`config.mk`:
```
export PLATFORM = sky130hd
export DESIGN_NAME = color_fill_controller
export DESIGN_NICKNAME = d
export VERILOG_FILES = /design/src/rtl/color_fill_controller.sv
export SDC_FILE = /design/constraint.sdc
export NUM_CORES = 1
export LEC_CHECK = 0
export CORE_UTILIZATION = 45
export CTS_CLUSTER_DIAMETER = 50
export DETAILED_ROUTE_END_ITERATION = 10
export GPL_ROUTABILITY_DRIVEN = 0
export GPL_TIMING_DRIVEN = 0
export PLACE_DENSITY = 0.65
export SYNTH_ARGS = -nofsm -noshare
export SYNTH_HDL_FRONTEND = slang
export SYNTH_SLANG_ARGS = --single-unit
```
`constraint.sdc`:
```
create_clock -name clk -period 4.8 [get_ports clk]
set_input_delay 0.72 -clock clk [delete_from_list [all_inputs] [get_ports clk]]
set_output_delay 0.72 -clock clk [all_outputs]
set_load 0.05 [all_outputs]
```
`src/rtl/color_fill_controller.sv`:
```
// Register-programmed rectangle fill of the color-cell area of a frame buffer, one cell per accepted write.
// Define COLOR_CLIP_EN to clip rectangles to the cell grid instead of rejecting them with an error.
module color_fill_controller #(
    parameter int CELLS_X     = 40,
    parameter int CELLS_Y     = 25,
    parameter int DATA_OFFSET = 8000,
    parameter int ADDR_W      = 14
) (
    input  logic              clk,
    input  logic              reset,
    input  logic              device_select,
    input  logic [3:0]        register_offset,
    input  logic              write_req,
    input  logic [15:0]       wdata,
    output logic [15:0]       rdata,
    output logic [ADDR_W-1:0] fb_addr,
    output logic [7:0]        fb_data,
    output logic              fb_write_enable,
    input  logic              fb_ready,
    output logic              clear_request,
    input  logic              clear_in_progress,
    output logic              busy
);
    localparam logic [0:0] IDLE = 1'b0;
    localparam logic [0:0] FILL = 1'b1;

    localparam logic [3:0] REG_VALUES  = 4'hC;
    localparam logic [3:0] REG_ORIGIN  = 4'hD;
    localparam logic [3:0] REG_EXTENT  = 4'hE;
    localparam logic [3:0] REG_CONTROL = 4'hF;

    logic [0:0]        state_q, state_d;
    logic [15:0]       values_q, values_d;
    logic [15:0]       origin_q, origin_d;
    logic [15:0]       extent_q, extent_d;
    logic              error_q, error_d;
    logic              clear_q, clear_d;
    logic [7:0]        color_q, color_d;
    logic [7:0]        x0_q, x0_d;
    logic [7:0]        x_end_q, x_end_d;
    logic [7:0]        y_end_q, y_end_d;
    logic [7:0]        cur_x_q, cur_x_d;
    logic [7:0]        cur_y_q, cur_y_d;
    logic [ADDR_W-1:0] addr_q, addr_d;
    logic [ADDR_W-1:0] row_addr_q, row_addr_d;

    logic              wr_ok;
    logic [7:0]        cmd_x0, cmd_y0, cmd_w, cmd_h;
    logic [8:0]        x_last, y_last;
    logic              origin_bad, cmd_reject;
    logic [7:0]        cmd_x_end, cmd_y_end;
    logic [ADDR_W-1:0] cmd_addr;
    logic              unused_wdata;

    assign busy            = (state_q == FILL);
    assign fb_write_enable = (state_q == FILL) && !clear_in_progress;
    assign fb_addr         = addr_q;
    assign fb_data         = color_q;
    assign clear_request   = clear_q;
    assign unused_wdata    = ^{wdata[14:12], wdata[10], wdata[7:0]};

    assign wr_ok = write_req && device_select && !busy && !clear_in_progress;

    // Put is a 1x1 fill at ORIGIN; it wins over Fill when both bits are set.
    assign cmd_x0     = origin_q[7:0];
    assign cmd_y0     = origin_q[15:8];
    assign cmd_w      = wdata[8] ? 8'd1 : extent_q[7:0];
    assign cmd_h      = wdata[8] ? 8'd1 : extent_q[15:8];
    assign x_last     = {1'b0, cmd_x0} + {1'b0, cmd_w} - 9'd1;
    assign y_last     = {1'b0, cmd_y0} + {1'b0, cmd_h} - 9'd1;
    assign origin_bad = ({1'b0, cmd_x0} >= 9'(CELLS_X)) || ({1'b0, cmd_y0} >= 9'(CELLS_Y));
    assign cmd_addr   = ADDR_W'(DATA_OFFSET) + ADDR_W'(cmd_y0) * ADDR_W'(CELLS_X) + ADDR_W'(cmd_x0);

`ifdef COLOR_CLIP_EN
    assign cmd_reject = origin_bad;
    assign cmd_x_end  = (x_last > 9'(CELLS_X - 1)) ? 8'(CELLS_X - 1) : x_last[7:0];
    assign cmd_y_end  = (y_last > 9'(CELLS_Y - 1)) ? 8'(CELLS_Y - 1) : y_last[7:0];
`else
    assign cmd_reject = origin_bad || (x_last >= 9'(CELLS_X)) || (y_last >= 9'(CELLS_Y));
    assign cmd_x_end  = x_last[7:0];
    assign cmd_y_end  = y_last[7:0];
`endif

    always_comb begin
        rdata = 16'h0000;
        if (device_select) begin
            case (register_offset)
                REG_VALUES:  rdata = values_q;
                REG_ORIGIN:  rdata = origin_q;
                REG_EXTENT:  rdata = extent_q;
                REG_CONTROL: rdata = {14'b0, error_q, busy};
                default:     rdata = 16'h0000;
            endcase
        end
    end

    always_comb begin
        state_d    = state_q;
        values_d   = values_q;
        origin_d   = origin_q;
        extent_d   = extent_q;
        error_d    = error_q;
        clear_d    = 1'b0;
        color_d    = color_q;
        x0_d       = x0_q;
        x_end_d    = x_end_q;
        y_end_d    = y_end_q;
        cur_x_d    = cur_x_q;
        cur_y_d    = cur_y_q;
        addr_d     = addr_q;
        row_addr_d = row_addr_q;

        if (wr_ok) begin
            case (register_offset)
                REG_VALUES: values_d = wdata;
                REG_ORIGIN: origin_d = wdata;
                REG_EXTENT: extent_d = wdata;
                REG_CONTROL: begin
                    if (wdata[15]) error_d = 1'b0;
                    if (wdata[11]) begin
                        clear_d = 1'b1;
                    end else if ((wdata[8] || wdata[9]) && cmd_w != 8'd0 && cmd_h != 8'd0) begin
                        if (cmd_reject) begin
                            error_d = 1'b1;
                        end else begin
                            state_d    = FILL;
                            color_d    = values_q[15:8];
                            x0_d       = cmd_x0;
                            x_end_d    = cmd_x_end;
                            y_end_d    = cmd_y_end;
                            cur_x_d    = cmd_x0;
                            cur_y_d    = cmd_y0;
                            addr_d     = cmd_addr;
                            row_addr_d = cmd_addr;
                        end
                    end
                end
                default: ;
            endcase
        end

        // Row-major scan; the row base tracks (x0, y) so a wrap is one add of CELLS_X.
        if (state_q == FILL && fb_write_enable && fb_ready) begin
            if (cur_x_q == x_end_q) begin
                if (cur_y_q == y_end_q) begin
                    state_d = IDLE;
                end else begin
                    cur_x_d    = x0_q;
                    cur_y_d    = cur_y_q + 8'd1;
                    row_addr_d = row_addr_q + ADDR_W'(CELLS_X);
                    addr_d     = row_addr_q + ADDR_W'(CELLS_X);
                end
            end else begin
                cur_x_d = cur_x_q + 8'd1;
                addr_d  = addr_q + ADDR_W'(1);
            end
        end
    end

    always_ff @(posedge clk or posedge reset) begin
        if (reset) begin
            state_q    <= IDLE;
            values_q   <= '0;
            origin_q   <= '0;
            extent_q   <= '0;
            error_q    <= 1'b0;
            clear_q    <= 1'b0;
            color_q    <= '0;
            x0_q       <= '0;
            x_end_q    <= '0;
            y_end_q    <= '0;
            cur_x_q    <= '0;
            cur_y_q    <= '0;
            addr_q     <= '0;
            row_addr_q <= '0;
        end else begin
            state_q    <= state_d;
            values_q   <= values_d;
            origin_q   <= origin_d;
            extent_q   <= extent_d;
            error_q    <= error_d;
            clear_q    <= clear_d;
            color_q    <= color_d;
            x0_q       <= x0_d;
            x_end_q    <= x_end_d;
            y_end_q    <= y_end_d;
            cur_x_q    <= cur_x_d;
            cur_y_q    <= cur_y_d;
            addr_q     <= addr_d;
            row_addr_q <= row_addr_d;
        end
    end
endmodule

```
==> flow_summary_export.csv, run 1 <==
group,metric,value,unit
status,status,"finished clean",
die,core_area,0.0183,sq mm
sta,fin_crit,4610,ps
global_routing,grt_pass1_vias,6892,
cts,cts_buffers,17,
final_layout,nets,1056,
sta,max_slew_margin,28.5,%
yosys,yosys.cell_types.count,72,
setup_path,path_max_fanout,10,
cts,cts_setup_buffers,0,
cts,htree_levels,4,
global_routing,overflow,0,
cts,worst_skew_pair.late_latency,430,ps
drt,antenna_left,0,
setup_path,crit_path_start_kind,"input pin",
final_layout,multiInputGateArea,0.00491,sq mm
global_routing,grt_max_degree,77,
cts,ctsRootBufferMaster,"clkbuf_16",
flow_run,drv_cap,0,
die,fp-row-count,49,
sta,tightest_slew,1070,ps
power,ir_worst_vdd,0.272,mV
global_routing,grt_use_total,24.6,%
global_routing,antenna_found_initial,0,
cts,cts_sinks,127,
yosys,netlist_instances,883,
sta,skew,9.77,ps
drt,routed-via-count,7092,
yosys,yosysWarnings,0,
die,die-area,0.0195,sq mm
final_layout,layout_common_cells,"dfrtp_1 (127), clkdlybuf4s50_1 (66), inv_1 (63)",
setup_path,slowest_delay,900,ps
setup_path,worst-path-buf-inv,3,
hold_path,holdPathStages,1,
placement,pre_cts_ws,-431,ps
drt,routed_wl,23.0,mm
sta,fmax,217,MHz
yosys,synth_edf_count,0,
final_layout,drive_above_1_share,13.5,%
die,die_h,139,um
cts,cts.path.max_buffers,2,
die,fp.dieW,139,um
yosys,syn-num-nets,971,
setup_path,cp.required,4080,ps
die,ios,67,
setup_path,crit_cells,6,
sta,rsz0062_at_grt,"no",
yosys,synth_area,0.00851,sq mm
final_layout,area_growth,18.8,%
final_layout,antenna-diode-count,0,
final_layout,final_common_cell,"dfrtp_1",
power,p_per_area,362,mW/mm^2
drt,first_pass_iters,5,
setup_path,crit_family,"buffers and inverters",
yosys,syn_area_per_cell,9.63,sq um
placement,hpwl,16.8,mm
yosys,synthArstFlopShare,100,%
final_layout,nFillCells,1636,
power,p_leak,4.60,nW
yosys,synth-seq-cells,127,
sta,fin_crit_sh,96.0,%
hold_path,hp-class,"flop to flop",
yosys,ys.flop_type,"dfrtp_1",
setup_path,cp_slowest_cell,"nor3b_1",
setup_path,cpMostUsedCell,"clkdlybuf4s50_1",
sta,setup_viol,0,
final_layout,finish.utilization,55.3,%
drt,vias_per_cell,5.86,
cts,clk_pin_slew,60,ps
cts,cts_tree,"yes",
sta,final-hold-violation-count,0,
sta,fin_ws,193,ps
yosys,synth-seq-area-share,37.4,%
cts,hold_buffers,0,
die,initial_core_util,46.6,%
placement,portBuffers,66,
cts,post_cts_resized,0,
setup_path,cp_data_arrival_time,3890,ps
setup_path,r2r_cells,13,
final_layout,regArea,0.00318,sq mm
setup_path,path_class,"input pin to primary output",
drt,drc_errors,0,
setup_path,crit_path_end_kind,"primary output",
global_routing,grt_pass1_wl,37.0,mm
setup_path,cp_cell_sequence,"clkdlybuf4s50_1 -> nor3b_1 -> clkbuf_1 -> a22oi_1 -> a21oi_1 -> clkdlybuf4s50_1",
drt,wl_per_cell,19.0,um
sta,drv_slew,0,
drt,drt-initial-drc-count,458,
==> cell usage after synthesis, drive strengths merged (26+ instances only) <==
cell type / number / area (sq um)
a21oi: 37 / 185
dfrtp: 127 / 3180
ha: 58 / 726
inv: 64 / 240
mux2: 62 / 717
nand2: 62 / 249
nand3: 33 / 165
nor2: 42 / 160
o211ai: 27 / 203
o21ai: 47 / 239
xnor2: 35 / 307
xor2: 26 / 228
==> cell type report <==
class | instances | area share [%]
multi-input cells | 652 | 48.5
inverters | 64 | 2.43
flip-flops and latches | 127 | 31.4
plain buffers | 39 | 1.92
clock inverters | 15 | 1.82
repair buffers | 67 | 6.81
clock buffers | 17 | 4.21
well taps | 229 | 2.83
==> state kept, by name, indices dropped and copies added (netlist names), 8 cells and up <==
name / flops
x0_q: 8
cur_y_q: 8
x_end_q: 8
cur_x_q: 8
origin_q: 16
fb_addr: 14
fb_data: 8
extent_q: 16
row_addr_q: 14
values_q: 16
y_end_q: 8
==> layer usage <==
metal	vias to the layer above	global-route usage (%)	routed length [um]
met5	-	0	0
met4	0	9.71	604
met3	51	4.68	1160
met2	219	39.2	10600
met1	3439	33.0	10700
li1	3383	-	-
==> path summary, 6_finish.rpt <==
path | from | end | slack, ps
setup / recovery | register_offset[1] | rdata[5] | 190
hold / removal | x0_q[6] | x0_q[6] | 490
setup reg to reg | origin_q[9] | fb_addr[13] | 820
hold reg to reg | x0_q[6] | x0_q[6] | 490
max in group asynchronous | reset | fb_addr[10] | 3320
min in group asynchronous | reset | fb_data[4] | 690
==> power breakdown <==
group	leakage [nW]	internal, mW	switching (mW)
logic	2.58	0.447	0.666
clock network	0.291	0.823	0.523
registers	1.73	1.13	0.0742
total	4.60	2.40	1.26
==> kinds of logic after synthesis <==
kind of cell               Yosys count  synth area share (%)
adders and majority gates           62                  9.47
AOI/OAI and AO/OA                  215                  17.9
DFF                                127                  37.4
buffers and inverters              104                  5.13
muxes                               65                  8.78
and+or+nand+nor                    249                  15.1
xor gates and xnor gates            61                  6.28
==> metrics by stage <==
step,hold slack (ps),area [sq um],TNS [ps],power [mW],instances
after global placement,476,9450,-185880,2.29,1178
after global routing,504,10100,0,3.87,1210
final,495,10100,0,3.66,1210
after detailed placement,475,9490,-25430,2.31,1179
after CTS,494,10100,-24.3,3.67,1211
after floorplan,448,8510,0,2.00,883
No activity file was read; power rests on OpenSTA's default activity.
==> run 2: changes to the inputs <==
--- a/config.mk
+++ b/config.mk
@@ -14,3 +14,4 @@
 export SYNTH_ARGS = -nofsm -noshare
 export SYNTH_HDL_FRONTEND = slang
 export SYNTH_SLANG_ARGS = --single-unit
+export TNS_END_PERCENT = 20
==> results of run 2 <==
No change in the layout: final DEF, timing and power equal those of run 1.
